<file path="src/rtl/aes_selftest_sequencer_if.sv">
// Handshake bundle between the self-test sequencer, its requester and the AES wrapper.
interface aes_selftest_sequencer_if;
  // Requester side
  logic       start;
  logic       busy;
  logic       done;
  logic       pass;
  logic [5:0] result;
  logic       timeout;
  // Wrapper side
  logic       wrap_reset;
  logic [1:0] wrap_nk;
  logic       wrap_enc_ok;
  logic       wrap_dec_ok;
  logic       wrap_done;

  // Sequencer view
  modport master (
    input  start, wrap_enc_ok, wrap_dec_ok, wrap_done,
    output busy, done, pass, result, timeout, wrap_reset, wrap_nk
  );

  // Requester / wrapper view
  modport slave (
    output start, wrap_enc_ok, wrap_dec_ok, wrap_done,
    input  busy, done, pass, result, timeout, wrap_reset, wrap_nk
  );
endinterface

</file>
<file path="src/rtl/aes_selftest_sequencer.sv">
// Drives the AES self-checking wrapper once per key size (128/192/256), collects the
// encrypt/decrypt match flags and reports an aggregate verdict. A per-run watchdog
// catches a wrapper that never signals completion.
module aes_selftest_sequencer #(
  parameter int unsigned RST_CYCLES     = 2,
  parameter int unsigned TIMEOUT_CYCLES = 4096,
  parameter int unsigned CNT_W          = 13
) (
  input  logic                     clk_i,
  input  logic                     rst_ni,
  aes_selftest_sequencer_if.master bus
);

  localparam logic [CNT_W-1:0] RstLast = CNT_W'(RST_CYCLES - 1);
  localparam logic [CNT_W-1:0] ToLast  = CNT_W'(TIMEOUT_CYCLES - 1);

  typedef enum logic [2:0] {StIdle, StRst, StRun, StNext, StFin} state_e;

  state_e           state_q, state_d;
  logic [CNT_W-1:0] cnt_q, cnt_d;
  logic [1:0]       nk_q, nk_d;
  logic             wrap_reset_q, wrap_reset_d;
  logic             busy_q, busy_d;
  logic             done_q, done_d;
  logic             pass_q, pass_d;
  logic [5:0]       result_q, result_d;
  logic             timeout_q, timeout_d;
  logic [2:0]       res_idx;

  // Result bit pair for the current key size: enc at 2*nk, dec at 2*nk+1.
  assign res_idx = {nk_q, 1'b0};

  // Next-state and registered-output logic.
  always_comb begin
    state_d      = state_q;
    cnt_d        = cnt_q;
    nk_d         = nk_q;
    wrap_reset_d = wrap_reset_q;
    busy_d       = busy_q;
    done_d       = 1'b0;
    pass_d       = pass_q;
    result_d     = result_q;
    timeout_d    = timeout_q;

    unique case (state_q)
      StIdle: begin
        wrap_reset_d = 1'b1;
        // A start coinciding with the done pulse is not a new request.
        if (bus.start && !done_q) begin
          result_d  = '0;
          pass_d    = 1'b0;
          timeout_d = 1'b0;
          nk_d      = 2'b00;
          cnt_d     = '0;
          busy_d    = 1'b1;
          state_d   = StRst;
        end
      end
      StRst: begin
        if (cnt_q == RstLast) begin
          wrap_reset_d = 1'b0;
          cnt_d        = '0;
          state_d      = StRun;
        end else begin
          cnt_d = cnt_q + CNT_W'(1);
        end
      end
      StRun: begin
        cnt_d = cnt_q + CNT_W'(1);
        // First RUN cycle (cnt_q == 0) ignores a done left over from the previous mode.
        if ((cnt_q != '0) && bus.wrap_done) begin
          result_d[res_idx]        = bus.wrap_enc_ok;
          result_d[res_idx + 3'd1] = bus.wrap_dec_ok;
          state_d                  = StNext;
        end else if (cnt_q == ToLast) begin
          timeout_d = 1'b1;
          state_d   = StNext;
        end
      end
      StNext: begin
        wrap_reset_d = 1'b1;
        cnt_d        = '0;
        if (nk_q == 2'b10) begin
          state_d = StFin;
        end else begin
          nk_d    = nk_q + 2'b01;
          state_d = StRst;
        end
      end
      StFin: begin
        done_d  = 1'b1;
        pass_d  = &result_q;
        busy_d  = 1'b0;
        state_d = StIdle;
      end
      default: state_d = StIdle;
    endcase
  end

  // State and output registers; reset holds the wrapper in reset.
  always_ff @(posedge clk_i or negedge rst_ni) begin
    if (!rst_ni) begin
      state_q      <= StIdle;
      cnt_q        <= '0;
      nk_q         <= 2'b00;
      wrap_reset_q <= 1'b1;
      busy_q       <= 1'b0;
      done_q       <= 1'b0;
      pass_q       <= 1'b0;
      result_q     <= '0;
      timeout_q    <= 1'b0;
    end else begin
      state_q      <= state_d;
      cnt_q        <= cnt_d;
      nk_q         <= nk_d;
      wrap_reset_q <= wrap_reset_d;
      busy_q       <= busy_d;
      done_q       <= done_d;
      pass_q       <= pass_d;
      result_q     <= result_d;
      timeout_q    <= timeout_d;
    end
  end

  assign bus.wrap_reset = wrap_reset_q;
  assign bus.wrap_nk    = nk_q;
  assign bus.busy       = busy_q;
  assign bus.done       = done_q;
  assign bus.pass       = pass_q;
  assign bus.result     = result_q;
  assign bus.timeout    = timeout_q;

endmodule

</file>
<file path="src/flat_wrapper.sv">
// flat-port wrapper written by rule: the top's interface ports become plain ports
module aes_selftest_sequencer_flat 
#(
  parameter int unsigned RST_CYCLES     = 2,
  parameter int unsigned TIMEOUT_CYCLES = 4096,
  parameter int unsigned CNT_W          = 13
)
  (clk_i, rst_ni, bus_start, bus_wrap_enc_ok, bus_wrap_dec_ok, bus_wrap_done, bus_busy, bus_done, bus_pass, bus_result, bus_timeout, bus_wrap_reset, bus_wrap_nk);
  aes_selftest_sequencer_if bus_i ();
  input  logic clk_i;
  input  logic rst_ni;
  input wire logic [$bits(bus_i.start)-1:0] bus_start;
  input wire logic [$bits(bus_i.wrap_enc_ok)-1:0] bus_wrap_enc_ok;
  input wire logic [$bits(bus_i.wrap_dec_ok)-1:0] bus_wrap_dec_ok;
  input wire logic [$bits(bus_i.wrap_done)-1:0] bus_wrap_done;
  output wire logic [$bits(bus_i.busy)-1:0] bus_busy;
  output wire logic [$bits(bus_i.done)-1:0] bus_done;
  output wire logic [$bits(bus_i.pass)-1:0] bus_pass;
  output wire logic [$bits(bus_i.result)-1:0] bus_result;
  output wire logic [$bits(bus_i.timeout)-1:0] bus_timeout;
  output wire logic [$bits(bus_i.wrap_reset)-1:0] bus_wrap_reset;
  output wire logic [$bits(bus_i.wrap_nk)-1:0] bus_wrap_nk;
  assign bus_i.start = bus_start;
  assign bus_i.wrap_enc_ok = bus_wrap_enc_ok;
  assign bus_i.wrap_dec_ok = bus_wrap_dec_ok;
  assign bus_i.wrap_done = bus_wrap_done;
  assign bus_busy = bus_i.busy;
  assign bus_done = bus_i.done;
  assign bus_pass = bus_i.pass;
  assign bus_result = bus_i.result;
  assign bus_timeout = bus_i.timeout;
  assign bus_wrap_reset = bus_i.wrap_reset;
  assign bus_wrap_nk = bus_i.wrap_nk;
  aes_selftest_sequencer #(.RST_CYCLES(RST_CYCLES), .TIMEOUT_CYCLES(TIMEOUT_CYCLES), .CNT_W(CNT_W)) u_core (.clk_i(clk_i), .rst_ni(rst_ni), .bus(bus_i));
endmodule
</file>
<file path="config.mk">
export PLATFORM = sky130hd
export DESIGN_NAME = aes_selftest_sequencer_flat
export DESIGN_NICKNAME = d
export VERILOG_FILES = /design/src/rtl/aes_selftest_sequencer_if.sv /design/src/rtl/aes_selftest_sequencer.sv /design/src/flat_wrapper.sv
export SDC_FILE = /design/constraint.sdc
export NUM_CORES = 1
export LEC_CHECK = 0
export ABC_CLOCK_PERIOD_IN_PS = 2350
export CAP_MARGIN = 20
export CELL_PAD_IN_SITES_DETAIL_PLACEMENT = 0
export CELL_PAD_IN_SITES_GLOBAL_PLACEMENT = 2
export CORE_MARGIN = 5
export CORE_UTILIZATION = 34
export DETAILED_ROUTE_END_ITERATION = 10
export PLACE_DENSITY = 0.85
export SYNTH_ARGS = -nofsm -noshare
export SYNTH_HDL_FRONTEND = slang
export SYNTH_SLANG_ARGS = --single-unit
export TNS_END_PERCENT = 5
</file>
<file path="constraint.sdc">
create_clock -name clk_i -period 2.35 [get_ports clk_i]
set_input_delay 0.47 -clock clk_i [delete_from_list [all_inputs] [get_ports clk_i]]
set_output_delay 0.47 -clock clk_i [all_outputs]
set_load 0.02 [all_outputs]
</file>
* After elaboration in Yosys (flattened, before gate mapping)
Cells that the tools add are included.
** Word-level totals
- Logic and storage cells :: 82
- Input bits :: 6
- Register bits :: 29
- Output and inout bits :: 13
** Cells by class
- Equal/unequal tests :: 14
- Mux-type cells :: 31
- Magnitude comparators :: 4
- Add/sub/neg operators :: 3
- Reductions and logical operators :: 21
** Operators by type and width (number)
- 13-bit one-hot mux with 4 select lines :: 1
- 13-bit two-way mux :: 2
- 3-bit two-way mux :: 5
- 13-bit by 1-bit adder with 13-bit output, second input constant :: 1
- 13-bit by 1-bit == test with 1-bit output, second input constant :: 1
- 13-bit by 12-bit == test with 1-bit output, second input constant :: 1
- 13-bit nonzero test :: 1
- 6-bit bitwise mux :: 2
- 6-bit two-way mux :: 2
- 3-bit one-hot mux with 4 select lines :: 1
- 6-bit one-hot mux with 2 select lines :: 1
- 3-bit AND reduction :: 3
- 3-bit by 4-bit < comparator with 1-bit output, second input constant :: 2
- 1-bit two-way mux :: 8
- 2-bit by 1-bit inequality test with 1-bit output, second input constant :: 4
- 1-bit one-hot mux with 2 select lines :: 4
- 2-bit nonzero test :: 4
- 3-bit by 2-bit == test with 1-bit output, second input constant :: 2
- 3-bit by 1-bit >= comparator with 1-bit output, second input constant :: 2
- 2-bit AND reduction :: 3
- 6-bit AND reduction :: 1
- 1-bit logical AND :: 4
- 2-bit two-way mux :: 2
- 2-bit inequality test, second input constant :: 2
- other kinds (14) :: 14

* Logic depth before layout (Yosys ltp)
- Depth after elaboration :: 8
- Depth in mapped cells :: 7
- Gate-level depth less buffers :: 7

* Least setup slack after synthesis
No wires, ideal clock.
- Path kind :: register to register
- Start :: reg u_core.cnt_q[6]
- End :: reg u_core.cnt_q[6]
- Buffers on the path :: 0
- Clock period less this slack :: 1831 ps
- Required time :: 2229 ps
- Data arrival time :: 1710 ps
- Setup slack :: 519 ps
- Library setup time :: 121 ps
- Cell stages (with the launch flop) :: 6
- Path through :: dfrtp_1 > or4_1 > nand4b_4 > a21oi_4 > o21ai_1 > a22o_1
** On the way
- Word-level cells in the longest chain between the ends :: 3
- Elaborated cells on any way between the ends :: 4
- Classes of those cells :: 1 x add/sub; 1 x eq/ne; 2 x mux
** RTL lines
- start, declared :: line aes_selftest_sequencer.sv:20 : logic [CNT_W-1:0] cnt_q, cnt_d;
- start signal, assigned :: line aes_selftest_sequencer.sv:114 : cnt_q <= cnt_d;
- 13-bit by 1-bit adder with 13-bit output or 13-bit by 1-bit == test with 1-bit output (tied branches) :: line aes_selftest_sequencer.sv:65, aes_selftest_sequencer.sv:69, aes_selftest_sequencer.sv:60
- 13-bit two-way mux :: line aes_selftest_sequencer.sv:60 : if (cnt_q == RstLast) begin
- 13-bit one-hot mux with 4 select lines (*) :: line aes_selftest_sequencer.sv:45 : unique case (state_q)
Every way passes the cells marked *; elsewhere a longest branch is shown, timed or not.
A chain may end at the register's enable or synchronous reset.

* Final worst setup path
- Start :: reg u_core.cnt_q[9]
- End :: reg u_core.cnt_q[2]
** On the way
- Word-level cells in the longest chain between the ends :: 3
** RTL lines (line)
- 13-bit by 1-bit == test with 1-bit output :: aes_selftest_sequencer.sv:60
- 13-bit two-way mux :: aes_selftest_sequencer.sv:60
- 13-bit one-hot mux with 4 select lines :: aes_selftest_sequencer.sv:45
Every way passes these cells.

==> impl_results.md <==
* Final Hold Viols at 0
* Core Footprint at 4380 um^2
* Drt first pass iters at 4
* Fmax at 0.485 GHz
* Worst Tran Pin Value at 0.509 ns
* Pwr Total at 1.73 mW
* Worst IR Drop VDD at 0.000411 V
* Leak pwr at 0.859 nW
* Hold WS at 0.487 ns
* Most frequent cells in the layout: 28 x dfrtp_1, 22 x nand2_1, 18 x clkdlybuf4s50_1
* Final slew viol count at 0
* Worst path required time at 2.52 ns
* Fin crit share at 0.877
* Count of cell types in the netlist at 31
* CP arrival at 2.23 ns
* Setup TNS after final layout at 0 ns
* Clock tree buffer depth at 2
* Seq. cell area at 727 um^2
* Final setup margin at 0.290 ns
* Post-Syn Nets at 176
* Type of the tightest min-delay check: reg2reg
* Crit path launch type: register
* CTS clk-pin slew, worst paths at 0.07 ns
* Ys Warns at 0
* Die Y at 77.5 um
* Synth Register Bits at 29
* Post-CTS Resized at 0
* Post-CTS setup buffer count at 0
* Via count at 1238
* H-tree levels at 2
* Pwr dens at 921 nW/um^2
* Antenna cells at 0
* Starting DRC count in detailed routing at 73
* Die Wd at 77.5 um
* GR Util All Layers at 0.131
* Critical path class: reg2reg
* Maximum fanout along the worst path at 9
* # port buffers at 18
* # fillers at 445
* Antenna violations before repair at 0
* CTS sink cnt at 29
* # DRC at 0
* Commonest non-fill, non-tap cell in the layout: dfrtp_1
* DP HPWL at 2650 um
* CTS tree: yes
* GR Overflow Total at 0
* Placer Congestion at 0.867
* Hold Buf Count CTS at 0
* Status: completed
* Tmin final at 2.06 ns
* Setup crit end kind: register
* Final setup fails at 0
* Area of the die at 6010 um^2
* Max-Cap Viols at 0
* Layout cells sized above 1 at 0.0741
* Post-Route WL at 3630 um
* Hold Startpoint: u_core.bus.busy
* Antenna-violating nets left at 0
* Critical path origin: u_core.cnt_q[9]
* Synth Area per Inst at 9.45 um^2
* Root Buffer: clkbuf_8
* Seq/Total Area, Yosys at 0.469
* Pre-CTS setup slack at 0.239 ns
* Per-cell routed wire length at 15.1 um
* Syn-to-layout area delta at 21.4%
* NumNets Final at 200
* Row cnt at 24
* Cells after Synth at 164
* Netlist Area Pre-Place at 1550 um^2
* R2R Path Start: u_core.cnt_q[9]
* Total CTS buffers at 5
* Relative slew slack at 0.661
* Largest net degree at the start of global routing at 30
* Vias in the first global route at 1220
* First-pass GRT wire length at 6220 um
* RSZ-0062 raised after global routing: false
* Vias per std cell at 5.14
* Initial Utilization at 0.354
* Area of the multi-input gates at 778 um^2
* Top-Level Pins at 19
* Worst skew pair latency at 0.28 ns
* Clk_skew at 0.00439 ns
[metrics by stage]
step           instance area [um^2]  cells   util
2_1_floorplan                  1550    164      -
3_3_place_gp                   1800    233  0.410
3_5_place_dp                   1800    233  0.410
4_1_cts                        1880    241  0.429
5_1_grt                        1880    241  0.429
6_report                       1880    241  0.429
[cells by family (layout without fill, tap and decap cells)]
logic type,count (synthesis),in the layout,synth area share
muxes,7,7,0.0452
adders and majority gates,6,6,0.0484
buffers and inverters,12,37,0.0291
AOI/OAI and AO/OA,31,31,0.139
and+or+nand+nor,76,76,0.253
DFF,29,29,0.469
xor gates and xnor gates,3,3,0.0170
[critical path, stage by stage (launching register included)]
cell	delay, ns
dfrtp_1	0.42
or4_1	0.55
nand4b_4	0.24
a21oi_4	0.34
nor2_2	0.15
a22o_1	0.25
[final timing paths]
kind / end / slack, ns / cells after the start
worst max-delay path: u_core.cnt_q[2] / 0.29 / 5
worst min-delay path: u_core.bus.busy / 0.49 / 2
worst max register to register: u_core.cnt_q[2] / 0.29 / 5
worst min register to register: u_core.bus.busy / 0.49 / 2
max in group asynchronous: u_core.bus.wrap_reset / 1.47 / 2
min in group asynchronous: u_core.cnt_q[4] / 0.57 / 2
[where the power goes]
part           leakage, nW  total (mW)  internal, mW  switching [mW]
Combinational        0.425       0.675         0.260           0.415
Sequential           0.389       0.658         0.573          0.0855
Clock               0.0450       0.399         0.205           0.194
[flip-flops by register name, summed over array words and instances (netlist names)]
register	count
u_core.bus.pass	1
u_core.bus.result	6
u_core.cnt_q	13
u_core.bus.wrap_reset	1
u_core.bus.busy	1
u_core.bus.done	1
u_core.bus.wrap_nk	2
u_core.state_q	3
u_core.bus.timeout	1
[area by class of cell]
type / instances / area share
clock inverters: 2 / 0.00532
flip-flops and latches: 29 / 0.386
repair buffers: 20 / 0.104
inverters: 9 / 0.0180
clock buffers: 6 / 0.0386
multi-input cells: 123 / 0.414
well taps: 52 / 0.0346
[synthesized netlist by cell type]
cell | n | area share
nand2_1 | 22 | 0.053
o21ai_1 | 4 | 0.013
clkbuf_1 | 3 | 0.0073
o21ai_0 | 8 | 0.026
or4_1 | 2 | 0.0097
dfstp_2 | 1 | 0.017
nand4b_4 | 1 | 0.015
a21o_1 | 3 | 0.015
nor2b_1 | 4 | 0.016
o31ai_1 | 2 | 0.0097
nor2_1 | 14 | 0.034
and3_1 | 2 | 0.0081
xnor2_1 | 3 | 0.017
a211oi_2 | 1 | 0.0081
dfrtp_1 | 28 | 0.45
inv_1 | 9 | 0.022
a21oi_4 | 1 | 0.010
ha_1 | 6 | 0.048
nor2_2 | 1 | 0.0040
o41a_1 | 1 | 0.0073
nor3_1 | 6 | 0.019
nand3_1 | 10 | 0.032
nor3b_1 | 3 | 0.015
a22o_1 | 6 | 0.034
nor4_1 | 3 | 0.012
mux2i_1 | 7 | 0.045
nand2b_1 | 2 | 0.0081
a21oi_1 | 5 | 0.016
or3b_1 | 1 | 0.0057
nand4_1 | 3 | 0.012
or3_1 | 2 | 0.0081
[routing by layer]
metal / vias to the layer above / share of wire / wire length [um] / GRT usage
li1: 627 / - / - / -
met1: 592 / 0.49 / 1790 / 0.186
met2: 14 / 0.46 / 1680 / 0.194
met3: 5 / 0.033 / 120 / 0.0394
met4: 0 / 0.012 / 42 / 0.0361
met5: - / 0 / 0 / 0
(Power assumes the default switching activity.)
